**src/rtl/pipeline_pkg.sv**
```systemverilog
// Shared pipeline types and constants.
// Fetch FSM states, boot/halt words and the IF/ID bundle.
package pipeline_pkg;

  localparam int XLEN = 32;

  localparam logic [XLEN-1:0] RESET_PC   = 32'h0000_3000;
  localparam logic [XLEN-1:0] HALT_INSTR = 32'h0000_000C;

  typedef enum logic [1:0] {
    BOOT,
    RUN,
    HALT,
    FAULT
  } fetch_state_e;

  typedef struct packed {
    logic            valid;
    logic [XLEN-1:0] instr;
    logic [XLEN-1:0] pc;
    logic [XLEN-1:0] pc4;
  } if_id_t;

endpackage

```
**src/rtl/fetch_ctrl_if.sv**
```systemverilog
// Fetch controller bus: IM address/data, hazard/redirect
// inputs and the IF/ID bundle towards decode.
interface fetch_ctrl_if;
  import pipeline_pkg::*;

  logic            stall;
  logic            redirect_valid;
  logic [XLEN-1:0] redirect_pc;
  logic [XLEN-1:0] im_instr;
  logic [XLEN-1:0] pc;
  logic            id_valid;
  logic [XLEN-1:0] id_instr;
  logic [XLEN-1:0] id_pc;
  logic [XLEN-1:0] id_pc4;
  logic            halted;
  logic            fault;
  logic [XLEN-1:0] fetch_count;

  modport master (
    input  stall, redirect_valid, redirect_pc, im_instr,
    output pc, id_valid, id_instr, id_pc, id_pc4,
    output halted, fault, fetch_count
  );

  modport slave (
    output stall, redirect_valid, redirect_pc, im_instr,
    input  pc, id_valid, id_instr, id_pc, id_pc4,
    input  halted, fault, fetch_count
  );

endinterface

```
**src/rtl/fetch_ctrl.sv**
```systemverilog
// Instruction-fetch controller: PC register, IF/ID capture
// and the BOOT/RUN/HALT/FAULT fetch sequencer.
module fetch_ctrl
  import pipeline_pkg::*;
(
  input  logic         clk,
  input  logic         rst_n,
  fetch_ctrl_if.master bus
);

  fetch_state_e    state_q;
  logic [XLEN-1:0] pc_q;
  logic [XLEN-1:0] cnt_q;
  if_id_t          ifid_q;
  logic            halted_q;
  logic            fault_q;

  logic rd_bad;
  logic rd_ok;
  logic hold;
  logic go;
  logic is_halt;

  // Mutually exclusive terms so the decoder can be a unique case.
  assign rd_bad  = bus.redirect_valid & (bus.redirect_pc[1:0] != 2'b00);
  assign rd_ok   = bus.redirect_valid & (bus.redirect_pc[1:0] == 2'b00);
  assign hold    = ~bus.redirect_valid & bus.stall;
  assign go      = ~bus.redirect_valid & ~bus.stall;
  assign is_halt = (bus.im_instr == HALT_INSTR);

  always_ff @(posedge clk or negedge rst_n) begin
    if (!rst_n) begin
      state_q  <= BOOT;
      pc_q     <= RESET_PC;
      cnt_q    <= '0;
      ifid_q   <= '{valid: 1'b0, instr: '0, pc: '0, pc4: 32'd4};
      halted_q <= 1'b0;
      fault_q  <= 1'b0;
    end else begin
      unique case (state_q)
        BOOT: state_q <= RUN;
        RUN: begin
          unique case (1'b1)
            rd_bad: begin
              ifid_q.valid <= 1'b0;
              fault_q      <= 1'b1;
              state_q      <= FAULT;
            end
            rd_ok: begin
              pc_q         <= bus.redirect_pc;
              ifid_q.valid <= 1'b0;
            end
            hold: ;
            go: begin
              ifid_q <= '{valid: 1'b1,
                          instr: bus.im_instr,
                          pc:    pc_q,
                          pc4:   pc_q + 32'd4};
              cnt_q  <= cnt_q + 32'd1;
              if (is_halt) begin
                state_q  <= HALT;
                halted_q <= 1'b1;
              end else begin
                pc_q <= pc_q + 32'd4;
              end
            end
            default: ;
          endcase
        end
        HALT: begin
          unique case (1'b1)
            rd_bad: begin
              ifid_q.valid <= 1'b0;
              halted_q     <= 1'b0;
              fault_q      <= 1'b1;
              state_q      <= FAULT;
            end
            rd_ok: begin
              pc_q         <= bus.redirect_pc;
              ifid_q.valid <= 1'b0;
              halted_q     <= 1'b0;
              state_q      <= RUN;
            end
            hold: ;
            go: ifid_q.valid <= 1'b0;
            default: ;
          endcase
        end
        FAULT: ;
        default: ;
      endcase
    end
  end

  assign bus.pc          = pc_q;
  assign bus.id_valid    = ifid_q.valid;
  assign bus.id_instr    = ifid_q.instr;
  assign bus.id_pc       = ifid_q.pc;
  assign bus.id_pc4      = ifid_q.pc4;
  assign bus.halted      = halted_q;
  assign bus.fault       = fault_q;
  assign bus.fetch_count = cnt_q;

endmodule

```
**src/flat_wrapper.sv**
```systemverilog
// flat-port wrapper written by rule: the top's interface ports become plain ports
module fetch_ctrl_flat import pipeline_pkg::*;
  (clk, rst_n, bus_stall, bus_redirect_valid, bus_redirect_pc, bus_im_instr, bus_pc, bus_id_valid, bus_id_instr, bus_id_pc, bus_id_pc4, bus_halted, bus_fault, bus_fetch_count);
  fetch_ctrl_if bus_i ();
  input  logic clk;
  input  logic rst_n;
  input wire logic [$bits(bus_i.stall)-1:0] bus_stall;
  input wire logic [$bits(bus_i.redirect_valid)-1:0] bus_redirect_valid;
  input wire logic [$bits(bus_i.redirect_pc)-1:0] bus_redirect_pc;
  input wire logic [$bits(bus_i.im_instr)-1:0] bus_im_instr;
  output wire logic [$bits(bus_i.pc)-1:0] bus_pc;
  output wire logic [$bits(bus_i.id_valid)-1:0] bus_id_valid;
  output wire logic [$bits(bus_i.id_instr)-1:0] bus_id_instr;
  output wire logic [$bits(bus_i.id_pc)-1:0] bus_id_pc;
  output wire logic [$bits(bus_i.id_pc4)-1:0] bus_id_pc4;
  output wire logic [$bits(bus_i.halted)-1:0] bus_halted;
  output wire logic [$bits(bus_i.fault)-1:0] bus_fault;
  output wire logic [$bits(bus_i.fetch_count)-1:0] bus_fetch_count;
  assign bus_i.stall = bus_stall;
  assign bus_i.redirect_valid = bus_redirect_valid;
  assign bus_i.redirect_pc = bus_redirect_pc;
  assign bus_i.im_instr = bus_im_instr;
  assign bus_pc = bus_i.pc;
  assign bus_id_valid = bus_i.id_valid;
  assign bus_id_instr = bus_i.id_instr;
  assign bus_id_pc = bus_i.id_pc;
  assign bus_id_pc4 = bus_i.id_pc4;
  assign bus_halted = bus_i.halted;
  assign bus_fault = bus_i.fault;
  assign bus_fetch_count = bus_i.fetch_count;
  fetch_ctrl u_core (.clk(clk), .rst_n(rst_n), .bus(bus_i));
endmodule
```
**config.mk**
```make
export PLATFORM = sky130hd
export DESIGN_NAME = fetch_ctrl_flat
export DESIGN_NICKNAME = d
export VERILOG_FILES = /design/src/rtl/pipeline_pkg.sv /design/src/rtl/fetch_ctrl_if.sv /design/src/rtl/fetch_ctrl.sv /design/src/flat_wrapper.sv
export SDC_FILE = /design/constraint.sdc
export NUM_CORES = 1
export LEC_CHECK = 0
export CORE_UTILIZATION = 51
export CTS_CLUSTER_DIAMETER = 200
export DETAILED_ROUTE_END_ITERATION = 6
export GPL_TIMING_DRIVEN = 1
export PLACE_DENSITY_LB_ADDON = 0.1
export SYNTH_ARGS = -nofsm -noshare
export SYNTH_HDL_FRONTEND = slang
export SYNTH_SLANG_ARGS = --single-unit
```
**constraint.sdc**
```tcl
create_clock -name clk -period 5.9 [get_ports clk]
set_input_delay 1.77 -clock clk [delete_from_list [all_inputs] [get_ports clk]]
set_output_delay 1.77 -clock clk [all_outputs]
set_load 0.05 [all_outputs]
```
# Word-level counts from Yosys, hierarchy flattened
# Index checks and enable logic that the tools add are counted.
dict set report totals {
  word_cells 59
  input_bits 68
  regBits 165
  output_inout_bits 163
}
dict set report op_classes {
  muxes 15
  n_reduce_logical 14
  bitwise 5
  n_eq_ne 14
  add_sub_neg 2
}
# operator n
set ops {}
lappend ops {{$pmux W32 S2} 2}
lappend ops {{$mux W32} 2}
lappend ops {{$add A32 B1 Y32 const B} 1}
lappend ops {{$add A32 B3 Y32 const B} 1}
lappend ops {{$eq A32 B4 Y1 const B} 1}
lappend ops {{$reduce_and A4 Y1} 3}
lappend ops {{$ne A3 B1 Y1 const B} 3}
lappend ops {{$pmux W2 S2} 2}
lappend ops {{$ne A2 B1 Y1 const B} 3}
lappend ops {{$ne A3 B3 Y1 const B} 2}
lappend ops {{$pmux W1 S2} 3}
lappend ops {{$pmux W2 S3} 1}
lappend ops {{$logic_not A2 Y1} 2}
lappend ops {{$mux W1} 4}
lappend ops {{$ne A2 B2 Y1 const B} 2}
lappend ops {{$reduce_and A2 Y1} 2}
lappend ops {{$reduce_bool A2 Y1} 2}
lappend ops {{$reduce_or A2 Y1} 2}
lappend ops {{$and A1 B1 Y1} 3}
lappend ops {{$ne A3 B2 Y1 const B} 1}
lappend ops {{$reduce_and A3 Y1} 1}
lappend ops {{$reduce_bool A3 Y1} 1}
lappend ops {{$reduce_or A3 Y1} 1}
lappend ops {{$eq A2 B1 Y1 const B} 1}
lappend ops {{3 further kinds} 4}

# Logic depth before layout (Yosys ltp)
dict set report logic_depth {
  depth_word 5
  mapped_depth 9
  depth_no_buf 7
}

# Worst setup path before layout
# No wires, ideal clock.
dict set report synth_timing {
  path_kind {input-to-reg}
  from {in bus_im_instr[26]}
  to {reg u_core.pc_q[2] (netlist: u_core.bus.pc[2])}
  required_ps 5767
  arrival_ps 3201
  path_stages 6
  path_slack_ps 2565
  setup_ps 133
  path_buffers 1
  path_cell_list {nor4_1 > nand4_1 > o31ai_2 > clkbuf_1 > mux2i_1 > o21ai_0}
}
dict set report synth_via {
  elab_chain_cells 3
}
# element line
set synth_rtl {}
lappend synth_rtl {{start, declared} flat_wrapper.sv:10} ;# input wire logic [$bits(bus_i.im_instr)-1:0] bus_im_instr;
lappend synth_rtl {{$eq A32 B4 Y1} fetch_ctrl.sv:29} ;# assign is_halt = (bus.im_instr == HALT_INSTR);
lappend synth_rtl {{$ne A3 B3 Y1 (no source line)} --}
lappend synth_rtl {{$reduce_and A4 Y1 (no source line)} --}
lappend synth_rtl {{end signal, assigned} fetch_ctrl.sv:50} ;# pc_q <= bus.redirect_pc;
lappend synth_rtl {{end signal, assigned} fetch_ctrl.sv:64} ;# pc_q <= pc_q + 32'd4;
lappend synth_rtl {{end signal, assigned} fetch_ctrl.sv:79} ;# pc_q <= bus.redirect_pc;
lappend synth_rtl {{end, declared} fetch_ctrl.sv:12} ;# logic [XLEN-1:0] pc_q;
# No other way between the ends.
# A chain may end at the register's enable or synchronous reset.

# Final worst setup path
dict set report layout_timing {
  from {in bus_redirect_valid}
  to {reg u_core.pc_q[2] (netlist: u_core.bus.pc[2])}
}
dict set report layout_via {
  elab_chain_cells 4
  word_cells_on_any_way 9
  cone_classes {3 x eq/ne; 2 x mux; 3 x bitwise; 1 x reduce/logical}
}
# element line
set layout_rtl {}
lappend layout_rtl {{start, declared} flat_wrapper.sv:8} ;# input wire logic [$bits(bus_i.redirect_valid)-1:0] bus_redirect_valid;
lappend layout_rtl {{$not A1 Y1} --}
lappend layout_rtl {{$and A1 B1 Y1} fetch_ctrl.sv:28} ;# assign go = ~bus.redirect_valid & ~bus.stall;
lappend layout_rtl {{$pmux W32 S2 (tied with other cells)} fetch_ctrl.sv:43} ;# unique case (1'b1)
lappend layout_rtl {{$pmux W32 S2 or $reduce_and A4 Y1 (tied branches)} --}
# Several ways; a longest one is shown, not always the timed one.

==> impl_metrics.csv <==
group,metric,value,unit
floorplan,die_width,125.1,um
synthesis,synth_cell_types,59,
worst_hold_path,hold_class,"flip-flop to flip-flop",
grt,busiest_layer,"met2",
clock_tree,root_buffer,"clkbuf_16",
clock_tree,cts_hold_buf,0,
pwr,internal_power,3.490,mW
sta,min_period,3.802,ns
synthesis,yosysTopAreaCell,"dfrtp_1",
grt,overflow,0,
cells_and_area,drive_gt1_frac,0.06480,
sta,slew_headroom,0.3596,
synthesis,async_flop_share,1.000,
critical_path,required,6.18,ns
floorplan,initial_core_util,0.5274,
sta,fin_worst_skew,0.009355,ns
synthesis,syn_inst,820,
detailed_routing,routed_wl,19660,um
sta,worst-slew-pin-transition,0.9606,ns
clock_tree,cts_tree,"built",
place,dp_hpwl,13660,um
clock_tree,numCtsBuffers,17,
grt,track_usage,0.2639,
detailed_routing,drc,33,
pwr,clkPwrFrac,0.167,
detailed_routing,ant_nets,0,
floorplan,fp.dieH,125.1,um
synthesis,synth_common_cells,"245 x nand2_1, 160 x dfrtp_1, 52 x o21ai_0, 45 x nor2_1, 43 x xnor2_1",
detailed_routing,wl_per_cell,16.14,um
outcome,status,"finished with violations",
critical_path,cp_max_fo,53,
pwr,p_comb_frac,0.539,
clock_tree,cts_setup_buffers,0,
place,io_buffers,230,
grt,grt_util_met2,0.4236,
cells_and_area,antenna_cells,0,
clock_tree,path_clk_slew,0.06,ns
cells_and_area,syn_to_final_growth,38.05,%
synthesis,yosysWarnings,0,
place,gp_congestion,0.8155,
synthesis,synth_area,0.007724,mm^2
floorplan,fp-row-count,44,
floorplan,ios,231,
sta,fin_crit_sh,0.6444,
clock_tree,clock-sinks,163,
grt,grt_start_max_net_pins,88,
detailed_routing,drt_iter0_drc,458,
critical_path,end_kind,"flip-flop",
floorplan,die_area,0.01564,mm^2
sta,holdWs,0.4725,ns
grt,use_met3,0.06504,
grt,met1_usage,0.3539,
grt,grt_pass1_vias,6369,
sta,setup_viol_count_final,0,
pwr,p_leak,4.710,nW
synthesis,syn-num-nets,893,
synthesis,synth_area_leaders,"dfrtp_1 52%, nand2_1 12%, xnor2_1 4.9%",
pwr,ir_worst_vdd,0.3692,mV
clock_tree,ctsResizeCount,0,
pwr,power.density,640.3,mW/mm^2
sta,hold_viol,0,
pwr,swShare,0.4888,
synthesis,synth-main-ff-cell,"dfrtp_1",
pwr,power_switching,3.337,mW
cells_and_area,fin_nets,1095,
sta,fmaxAchievable,263.0,MHz
critical_path,worst-setup-path-type,"primary input to flip-flop",
sta,drv_slew,0,
detailed_routing,drt_pass1_iterations,7,
clock_tree,cts_max_level,4,
synthesis,ys_seq_area_frac,0.5286,
detailed_routing,post_drt_via_cell_ratio,5.342,
grt,antenna_found_initial,0,
floorplan,core,0.01464,mm^2
detailed_routing,vias,6507,
synthesis,ys_ff_latch,163,
synthesis,synth_most_common_cell,"nand2_1",
synthesis,synth_top_area_share,0.5184,
sta,rsz0062_at_grt,"no",
synthesis,synth_edf_count,0,
clock_tree,cts_buffer_depth,2,
sta,fin_tns_setup,0,ns
clock_tree,clkLatencyLatePin,0.43,ns
critical_path,critPathLaunchType,"primary input",
pwr,total_power,6.827,mW
synthesis,syn_area_per_cell,9.419,um^2
job,drv_cap,0,
pwr,seqPwrFrac,0.295,
grt,grt_pass1_wl,32690,um
critical_path,cp.arrival,4.08,ns
outcome,violations,"DRC",
critical path, cell delays in order:
cell             delay [ns]
clkdlybuf4s50_1        0.58
nor2_1                 0.25
nand2_4                0.34
o31ai_4                0.34
buf_4                  0.45
mux2i_1                0.22
o21ai_0                0.10
cell usage in the layout (no fill, tap or decap), types with 4 or more instances in the layout:
cell type / netlist / final
nor4_1: 11 / 11
mux2_2: 4 / 4
o2bb2ai_1: 5 / 5
o21ai_1: 5 / 5
ha_1: 5 / 5
and3_1: 11 / 11
buf_4: 5 / 6
xor2_1: 16 / 16
a2bb2oi_1: 10 / 10
o22ai_1: 8 / 8
clkbuf_16: 0 / 17
o21ai_0: 52 / 52
nor4_4: 4 / 4
clkinv_4: 0 / 4
dfrtp_1: 160 / 160
nand3_1: 18 / 18
nand2_1: 245 / 244
a22oi_1: 10 / 10
o21bai_1: 9 / 9
inv_1: 13 / 13
nand4_1: 11 / 11
xnor2_1: 43 / 43
a21oi_1: 21 / 21
nor3_1: 9 / 8
nor2_1: 45 / 45
a31oi_1: 6 / 6
clkdlybuf4s50_1: 0 / 229
and4_1: 6 / 6
layout make-up:
type | instances | area, um^2
Fill cell | 1095 | 3981
Timing Repair Buffer | 236 | 2349
Sequential cell | 163 | 4083
Multi-Input combinational cell | 591 | 3343
Clock inverter | 12 | 156.4
Tap cell | 184 | 230.2
Inverter | 13 | 48.80
Clock buffer | 19 | 452.9
power groups by stage:
| stage | Clock, mW | Sequential, mW | Combinational, mW |
|---|---|---|---|
| 2_1_floorplan | 0 | 3.45 | 1.01 |
| 3_3_place_gp | 0 | 2.01 | 3.64 |
| 3_5_place_dp | 0 | 2.02 | 3.69 |
| 4_1_cts | 1.15 | 2.01 | 3.70 |
| 5_1_grt | 1.21 | 2.09 | 3.88 |
| 6_report | 1.14 | 2.01 | 3.68 |
flip-flops by register name (all words and copies together) (netlist names):
name / count
u_core.bus.fault: 1
u_core.bus.halted: 1
u_core.bus.pc: 32
u_core.state_q: 2
u_core.bus.id_pc4: 32
u_core.bus.id_valid: 1
u_core.bus.id_instr: 32
u_core.bus.id_pc: 30
u_core.bus.fetch_count: 32
routing by layer:
metal,share of wire,up-vias
met4,0.017,0
met5,0,-
met3,0.067,29
li1,-,3179
met2,0.47,208
met1,0.45,3091
path summary, 6_finish.rpt:
kind,startpoint,to,slack (ns),cells after the start
max,bus_redirect_valid,u_core.bus.pc[2],2.10,7
min,u_core.bus.id_instr[8],u_core.bus.id_instr[8],0.47,2
max reg2reg,u_core.state_q[1],u_core.bus.pc[2],3.41,7
min reg2reg,u_core.bus.id_instr[8],u_core.bus.id_instr[8],0.47,2
max in group asynchronous,rst_n,u_core.bus.id_pc4[2],3.49,2
min in group asynchronous,rst_n,u_core.bus.id_instr[12],1.39,1
cells by family after synthesis:
kind of cell,after synthesis,share of synthesized area
buffers and inverters,66,0.04228
AND/OR/NAND/NOR,382,0.2331
XOR/XNOR,59,0.06690
multiplexers,6,0.008423
adder cells (fa/ha/maj),5,0.008100
flip-flops,163,0.5286
AO/OA/AOI/OAI,139,0.1126
metrics by stage:
stage	setup WS [ns]	std cells	instance area, um^2	utilization
final	2.098	1218	10660	0.7281
after global routing	1.922	1218	10660	0.7281
after CTS	2.109	1218	10660	0.7281
after detailed placement	1.644	1187	10050	0.6865
after global placement	1.719	1187	10050	0.6865
after floorplan	2.565	820	7724	-
Note: power is estimated with default switching activity, not from simulation.
